$ cat config.mk
export PLATFORM = sky130hd
export DESIGN_NAME = ifetch_prefetch
export DESIGN_NICKNAME = d
export VERILOG_FILES = /design/src/rtl/ifetch_prefetch.sv
export SDC_FILE = /design/constraint.sdc
export NUM_CORES = 1
export LEC_CHECK = 0
export ABC_AREA = 1
export BUFFER_PORTS_ARGS = -buffer_cell sky130_fd_sc_hd__buf_2
export CAP_MARGIN = 20
export CORE_MARGIN = 5
export CORE_UTILIZATION = 25
export CTS_CLUSTER_SIZE = 14
export DETAILED_ROUTE_END_ITERATION = 12
export PLACE_DENSITY = 0.4
export SLEW_MARGIN = 20
export SYNTH_ARGS = -nofsm -noshare
export SYNTH_HDL_FRONTEND = slang
export SYNTH_SLANG_ARGS = --single-unit
$ cat constraint.sdc
create_clock -name clock -period 4.27 [get_ports clock]
set_clock_uncertainty 0.15 [all_clocks]
set_input_delay 0.6405 -clock clock [delete_from_list [all_inputs] [get_ports clock]]
set_output_delay 0.6405 -clock clock [all_outputs]
set_load 0.01 [all_outputs]
$ cat src/rtl/ifetch_prefetch.sv
// Instruction prefetch: issues in-order memory reads into a small queue and flushes on redirect.
// Optional build macro IFETCH_ALIGN_CHK_EN reports misaligned redirect targets on op_misalign.
module ifetch_prefetch #(
  parameter int PC_W     = 10,
  parameter int DATA_W   = 32,
  parameter int Q_DEPTH  = 4,
  parameter int RESET_PC = 0
) (
  input  logic              clock,
  input  logic              reset,
  input  logic              ip_redirect,
  input  logic [PC_W-1:0]   ip_redirect_pc,
  input  logic              ip_stall,
  output logic              op_imem_req,
  output logic [PC_W-1:0]   op_imem_addr,
  input  logic              ip_imem_ack,
  input  logic              ip_imem_rvalid,
  input  logic [DATA_W-1:0] ip_imem_rdata,
  output logic              op_valid,
  output logic [DATA_W-1:0] op_instruction,
  output logic [PC_W-1:0]   op_PC,
  output logic [PC_W-1:0]   op_PC_plus_4,
  output logic              op_misalign
);

  localparam int AW = $clog2(Q_DEPTH);
  localparam int CW = $clog2(Q_DEPTH) + 1;
  localparam logic [CW:0]     LP_DEPTH      = (CW+1)'(Q_DEPTH);
  localparam logic [PC_W-1:0] LP_FOUR       = PC_W'(4);
  localparam logic [PC_W-1:0] LP_ALIGN_MASK = ~PC_W'(3);
  localparam logic [PC_W-1:0] LP_RESET_PC   = PC_W'(RESET_PC) & LP_ALIGN_MASK;

  logic [DATA_W-1:0] r_q_instr [Q_DEPTH];
  logic [PC_W-1:0]   r_q_pc    [Q_DEPTH];
  logic [AW-1:0]     r_wr_ptr;
  logic [AW-1:0]     r_rd_ptr;
  logic [CW-1:0]     r_count;
  logic [CW-1:0]     r_outstanding;
  logic [CW-1:0]     r_discard_cnt;
  logic [PC_W-1:0]   r_fetch_pc;
  logic [PC_W-1:0]   r_resp_pc;

  logic              w_req;
  logic              w_accept;
  logic              w_resp;
  logic              w_push;
  logic              w_pop;
  logic [CW:0]       w_budget;
  logic [CW-1:0]     w_outstanding_nxt;
  logic [PC_W-1:0]   w_redirect_pc;

  // Outstanding includes requests whose responses will be discarded, so the
  // queue always has room for every response still in flight.
  always_comb begin
    w_budget          = {1'b0, r_count} + {1'b0, r_outstanding};
    w_req             = !reset && !ip_redirect && (w_budget < LP_DEPTH);
    w_accept          = w_req && ip_imem_ack;
    w_resp            = ip_imem_rvalid && (r_outstanding != '0);
    w_push            = w_resp && !ip_redirect && (r_discard_cnt == '0);
    w_pop             = op_valid && !ip_stall && !ip_redirect;
    w_outstanding_nxt = r_outstanding + CW'(w_accept) - CW'(w_resp);
    w_redirect_pc     = ip_redirect_pc & LP_ALIGN_MASK;
  end

  always_ff @(posedge clock) begin
    if (reset) begin
      r_fetch_pc    <= LP_RESET_PC;
      r_resp_pc     <= LP_RESET_PC;
      r_wr_ptr      <= '0;
      r_rd_ptr      <= '0;
      r_count       <= '0;
      r_outstanding <= '0;
      r_discard_cnt <= '0;
    end else begin
      r_outstanding <= w_outstanding_nxt;
      if (ip_redirect) begin
        // A response arriving this cycle is already dropped and excluded.
        r_fetch_pc    <= w_redirect_pc;
        r_resp_pc     <= w_redirect_pc;
        r_discard_cnt <= w_outstanding_nxt;
        r_wr_ptr      <= '0;
        r_rd_ptr      <= '0;
        r_count       <= '0;
      end else begin
        if (w_accept) begin
          r_fetch_pc <= r_fetch_pc + LP_FOUR;
        end
        if (w_resp && (r_discard_cnt != '0)) begin
          r_discard_cnt <= r_discard_cnt - 1'b1;
        end
        if (w_push) begin
          r_resp_pc <= r_resp_pc + LP_FOUR;
          r_wr_ptr  <= r_wr_ptr + 1'b1;
        end
        if (w_pop) begin
          r_rd_ptr <= r_rd_ptr + 1'b1;
        end
        r_count <= r_count + CW'(w_push) - CW'(w_pop);
      end
    end
  end

  always_ff @(posedge clock) begin
    if (w_push) begin
      r_q_instr[r_wr_ptr] <= ip_imem_rdata;
      r_q_pc[r_wr_ptr]    <= r_resp_pc;
    end
  end

  assign op_imem_req    = w_req;
  assign op_imem_addr   = r_fetch_pc;
  assign op_valid       = (r_count != '0);
  assign op_instruction = op_valid ? r_q_instr[r_rd_ptr] : '0;
  assign op_PC          = op_valid ? r_q_pc[r_rd_ptr] : '0;
  assign op_PC_plus_4   = op_PC + LP_FOUR;

`ifdef IFETCH_ALIGN_CHK_EN
  logic r_misalign;

  always_ff @(posedge clock) begin
    if (reset) begin
      r_misalign <= 1'b0;
    end else if (ip_redirect && (ip_redirect_pc[1:0] != 2'b00)) begin
      r_misalign <= 1'b1;
    end
  end

  assign op_misalign = r_misalign;
`else
  assign op_misalign = 1'b0;
`endif

endmodule

Word-level counts from Yosys, hierarchy flattened
Memories as Yosys holds them, arrays and structs flattened. A register that Yosys moved wholly into a read port is not among the register bits.
Index checks and enable logic that the tools add are counted.
Storage, ports and cells
  register bits: 33
  memory bits (writable): 168
  input port bits: 48
  output and inout bits: 65
  word-level logic and storage cells: 57
  memories kept: 2
Cells by class
  add/subtract/negate cells: 11
  order comparisons: 1
  mux-type cells: 14
  reduce and logical (&&, ||, !) cells: 20
Memories
  r_q_instr: words 4, bits a word 32, rd ports 1, clocked after memory_dff 1, wr ports 1, RTL line 33  | logic [DATA_W-1:0] r_q_instr [Q_DEPTH];
  r_q_pc: words 4, bits a word 10, rd ports 1, clocked after memory_dff 1, wr ports 1, RTL line 34  | logic [PC_W-1:0] r_q_pc [Q_DEPTH];
Operators by type and width (number)
  $mux 10: 5
  $mux 32: 1
  $add 10x3->10 const B: 3
  $logic_and 1x1->1: 9
  $reduce_bool 3->1: 3
  $mux 2: 4
  $add 3x1->3: 2
  $mux 3: 2
  $reduce_bool 2->1: 3
  $sub 3x1->3: 2
  $add 2x1->2 const B: 2
  $add 3x3->4: 1
  $lt 4x3->1 const B: 1
  $logic_not 1->1: 3
  $logic_not 3->1: 1
  $sub 3x1->3 const B: 1
  $mux 1: 2
  $reduce_or 2->1: 1

Longest topological paths before layout
  depth in word-level cells: 7
  mapped depth: 17
  mapped depth without buffers: 16

Worst setup path before layout
No wires, ideal clock.
  path kind: input port to flip-flop
  from: input port ip_redirect
  to: memory r_q_instr[0][0] (enable)
  setup time: 0.437 ns
  arrival time: 2.867 ns
  data required time: 3.683 ns
  slack: 0.816 ns
  cell stages on the path: 5
  buffers on the path: 2
  cell sequence: buf_6 -> nor2_1 -> nand3_1 -> buf_2 -> nor2_1
Between the ends
  cells in the longest elaborated chain, start to end: 5
RTL lines
  start: declaration: RTL line 11  | input logic ip_redirect,
  $logic_not 1->1: RTL line 59  | w_push = w_resp && !ip_redirect && (r_discard_cnt == '0);
  $logic_and 1x1->1 (2 in a row): RTL line 59
  $mux 1: RTL line 104  | if (w_push) begin
  $mux 1 (not written as such): RTL line 105  | r_q_instr[r_wr_ptr] <= ip_imem_rdata;
  end: declaration: RTL line 33
Every way passes these cells.

==> results_dict.tcl <==
set metrics [dict create \
    cts-root-buf "clkbuf_16" \
    r2r-end "r_discard_cnt[2]" \
    endpoint "op_PC_plus_4[8]" \
    max_freq_ghz 0.289 \
    vias_per_cell 4.17 \
    crit_path_end_kind "primary output" \
    reg2reg_depth 16 \
    start_util_pct 25.5 \
    firstDrtPassIters 5 \
    cts_setup_buffers 0 \
    cts.path.max_buffers 2 \
    place_hpwl_um 13000 \
    routedWlPerCell_um 15.5 \
    drc 0 \
    start_kind "flip-flop" \
    report.final.setup_viol 0 \
    power_density_nw_per_um2 427 \
    clkSinkCount 191 \
    drt-total-wl_um 20900 \
    rr_startpoint "r_outstanding[1]" \
    fillCellCount 3417 \
    cts.htree.levels 4 \
    drv_cap 0 \
    yosys.area.top_type_share_pct 57.6 \
    grt_overflow 0 \
    yosysSeqAreaShare_pct 65.1 \
    relSlewSlack_pct 54.1 \
    final_core_utilization_pct 30.4 \
    period_needed_ps 3470 \
    r2r_slack_ps 1330 \
    drive_gt1_share_pct 18.5 \
    initialDrtViolationCount 269 \
    synth_area_leaders "edfxtp_1, nor2_1, dfxtp_1, o21ai_0, nand2_1" \
    gp_congestion 0.709 \
    hold_buffers 0 \
    ys_types 33 \
    synth_cells 795 \
    cts_resized 0 \
    path_class "reg2out" \
    insertion_delay_ps 430 \
    die_y_um 193 \
    clk_pin_slew_worst_paths_ps 80 \
    core-area_sq_um 32700 \
    grt_antenna_before_repair 0 \
    ios 113 \
    ir_drop_mv 0.281 \
    hold_viol_final 0 \
    netlist_area_sq_um 8340 \
    post-route-period-util_pct 81.2 \
    worstPathArrival_ps 2680 \
    cts_tree "built" \
    cp.required_ps 3480 \
    worst_pin_slew_ps 686 \
    rsz0062_at_grt "false" \
    area_delta_synth_final_pct 19.1 \
    grt_first_pass_wirelength_um 31700 \
    die-area_sq_um 37100 \
    grt_use_total_pct 11.3 \
    grt_max_degree 82 \
    yosys_warnings 0 \
    ys_ff_latch 191 \
    status "finished clean" \
    cts_buffers 17 \
    drv_slew 0 \
    grt_pass1_vias 5464 \
    tns_ps 0 \
    vias 5621 \
    cp_max_fo 26 \
    hp-class "in2reg" \
    synth_top_cell_by_area "edfxtp_1" \
    ant_nets 0 \
    syn-mean-instance-area_sq_um 10.5 \
    fp.dieW_um 193 \
    diodes 0 \
    rows 66 \
    power_leakage_nw 3.88 \
    portBuffers 103 \
    final_nets 957 \
]
critical path, stage by stage, from the launching register on:
cell	delay (ps)
dfxtp_2	620
buf_4	440
nand3_1	150
a21oi_1	240
ha_1	230
nand2_1	70
nor2_2	140
nand3_1	90
nand2_1	60
nand2_1	40
buf_2	130
placed cells by master (no fill, tap or decap), types with 4 or more instances in the layout:
cell type	count
nor2_4	7
inv_8	5
a21oi_1	53
nand4_1	4
clkbuf_16	17
dfxtp_1	29
conb_1	7
xnor2_1	4
ha_1	15
inv_1	56
o21ai_0	86
nand3_1	38
nor2_1	165
nand2_1	105
xor2_1	9
buf_2	103
buf_4	10
edfxtp_1	160
flip-flops by register name, summed over array words and instances (netlist names), named ones only:
signal         count
op_imem_addr       8
r_count            3
r_discard_cnt      3
r_outstanding      3
r_q_instr        128
r_q_pc            32
r_rd_ptr           2
r_resp_pc          8
r_wr_ptr           2
report_power, final:
part	switching, mW	internal, mW	leakage, nW
sequential	0.0468	2.11	1.70
combinational	0.299	0.157	1.88
clock	0.785	0.847	0.295
total	1.13	3.11	3.88
worst min-delay path by stage:
stage	startpoint	cells after the start	to	slack [ps]
final	ip_imem_rdata[3]	1	r_q_instr[3][3]	260
after global routing	ip_imem_rdata[11]	1	r_q_instr[3][11]	240
after global placement	r_rd_ptr[0]	1	r_rd_ptr[0]	310
after floorplan	r_rd_ptr[0]	1	flip-flop	290
after CTS	ip_imem_rdata[3]	1	r_q_instr[3][3]	230
after detailed placement	r_rd_ptr[0]	1	flip-flop	310
Yosys cell counts:
master / number
nor2_1: 169
edfxtp_1: 160
nand2_1: 105
o21ai_0: 86
inv_1: 56
a21oi_1: 53
nand3_1: 38
dfxtp_1: 31
ha_1: 15
buf_2: 13
buf_4: 9
clkbuf_1: 9
xor2_1: 9
buf_1: 6
buf_6: 6
nand4_1: 4
xnor2_1: 4
nand2_2: 3
nor2_4: 3
fa_1: 2
nor2_2: 2
a21oi_2: 1
conb_1: 1
inv_2: 1
inv_8: 1
nand2_4: 1
nand3_2: 1
nor3_4: 1
o21a_1: 1
o21ai_1: 1
o21bai_1: 1
o31ai_1: 1
or2_2: 1
through the flow:
stage	cells	total power [mW]	hold slack, ps	instance area (sq um)	worst slack (ps)
floorplan	801	2.49	294	8360	816
global placement	1315	2.66	307	9320	921
detailed placement	1315	2.66	309	9320	917
CTS	1347	4.30	235	9930	713
global route	1347	4.45	239	9930	556
finish	1347	4.24	257	9930	804
layout make-up:
type                            instances  area [sq um]  share of cell area (%)
Inverter                               58           225                    2.27
Clock buffer                           17           425                    4.28
Tap cell                              442           553                    5.57
Sequential cell                       191          5430                    54.7
Timing Repair Buffer                  115           631                    6.35
Clock inverter                         15           186                    1.88
Multi-Input combinational cell        509          2480                    25.0
routing by layer:
metal	track usage (%)	up-vias	wire length (um)
met1	14.4	2654	9620
met3	2.60	13	741
li1	-	2865	-
met2	19.2	89	10300
met5	0	-	0
met4	2.93	0	196
cell families after synthesis:
| family | count (synthesis) | share of synthesized area [%] |
|---|---|---|
| simple gates | 328 | 16.2 |
| buf+inv | 101 | 5.78 |
| compound gates | 144 | 8.78 |
| fa+ha+maj | 17 | 2.73 |
| flops | 191 | 65.1 |
| xor+xnor | 13 | 1.37 |
| other cells | 1 | 0.0450 |
(Power assumes the default switching activity.)
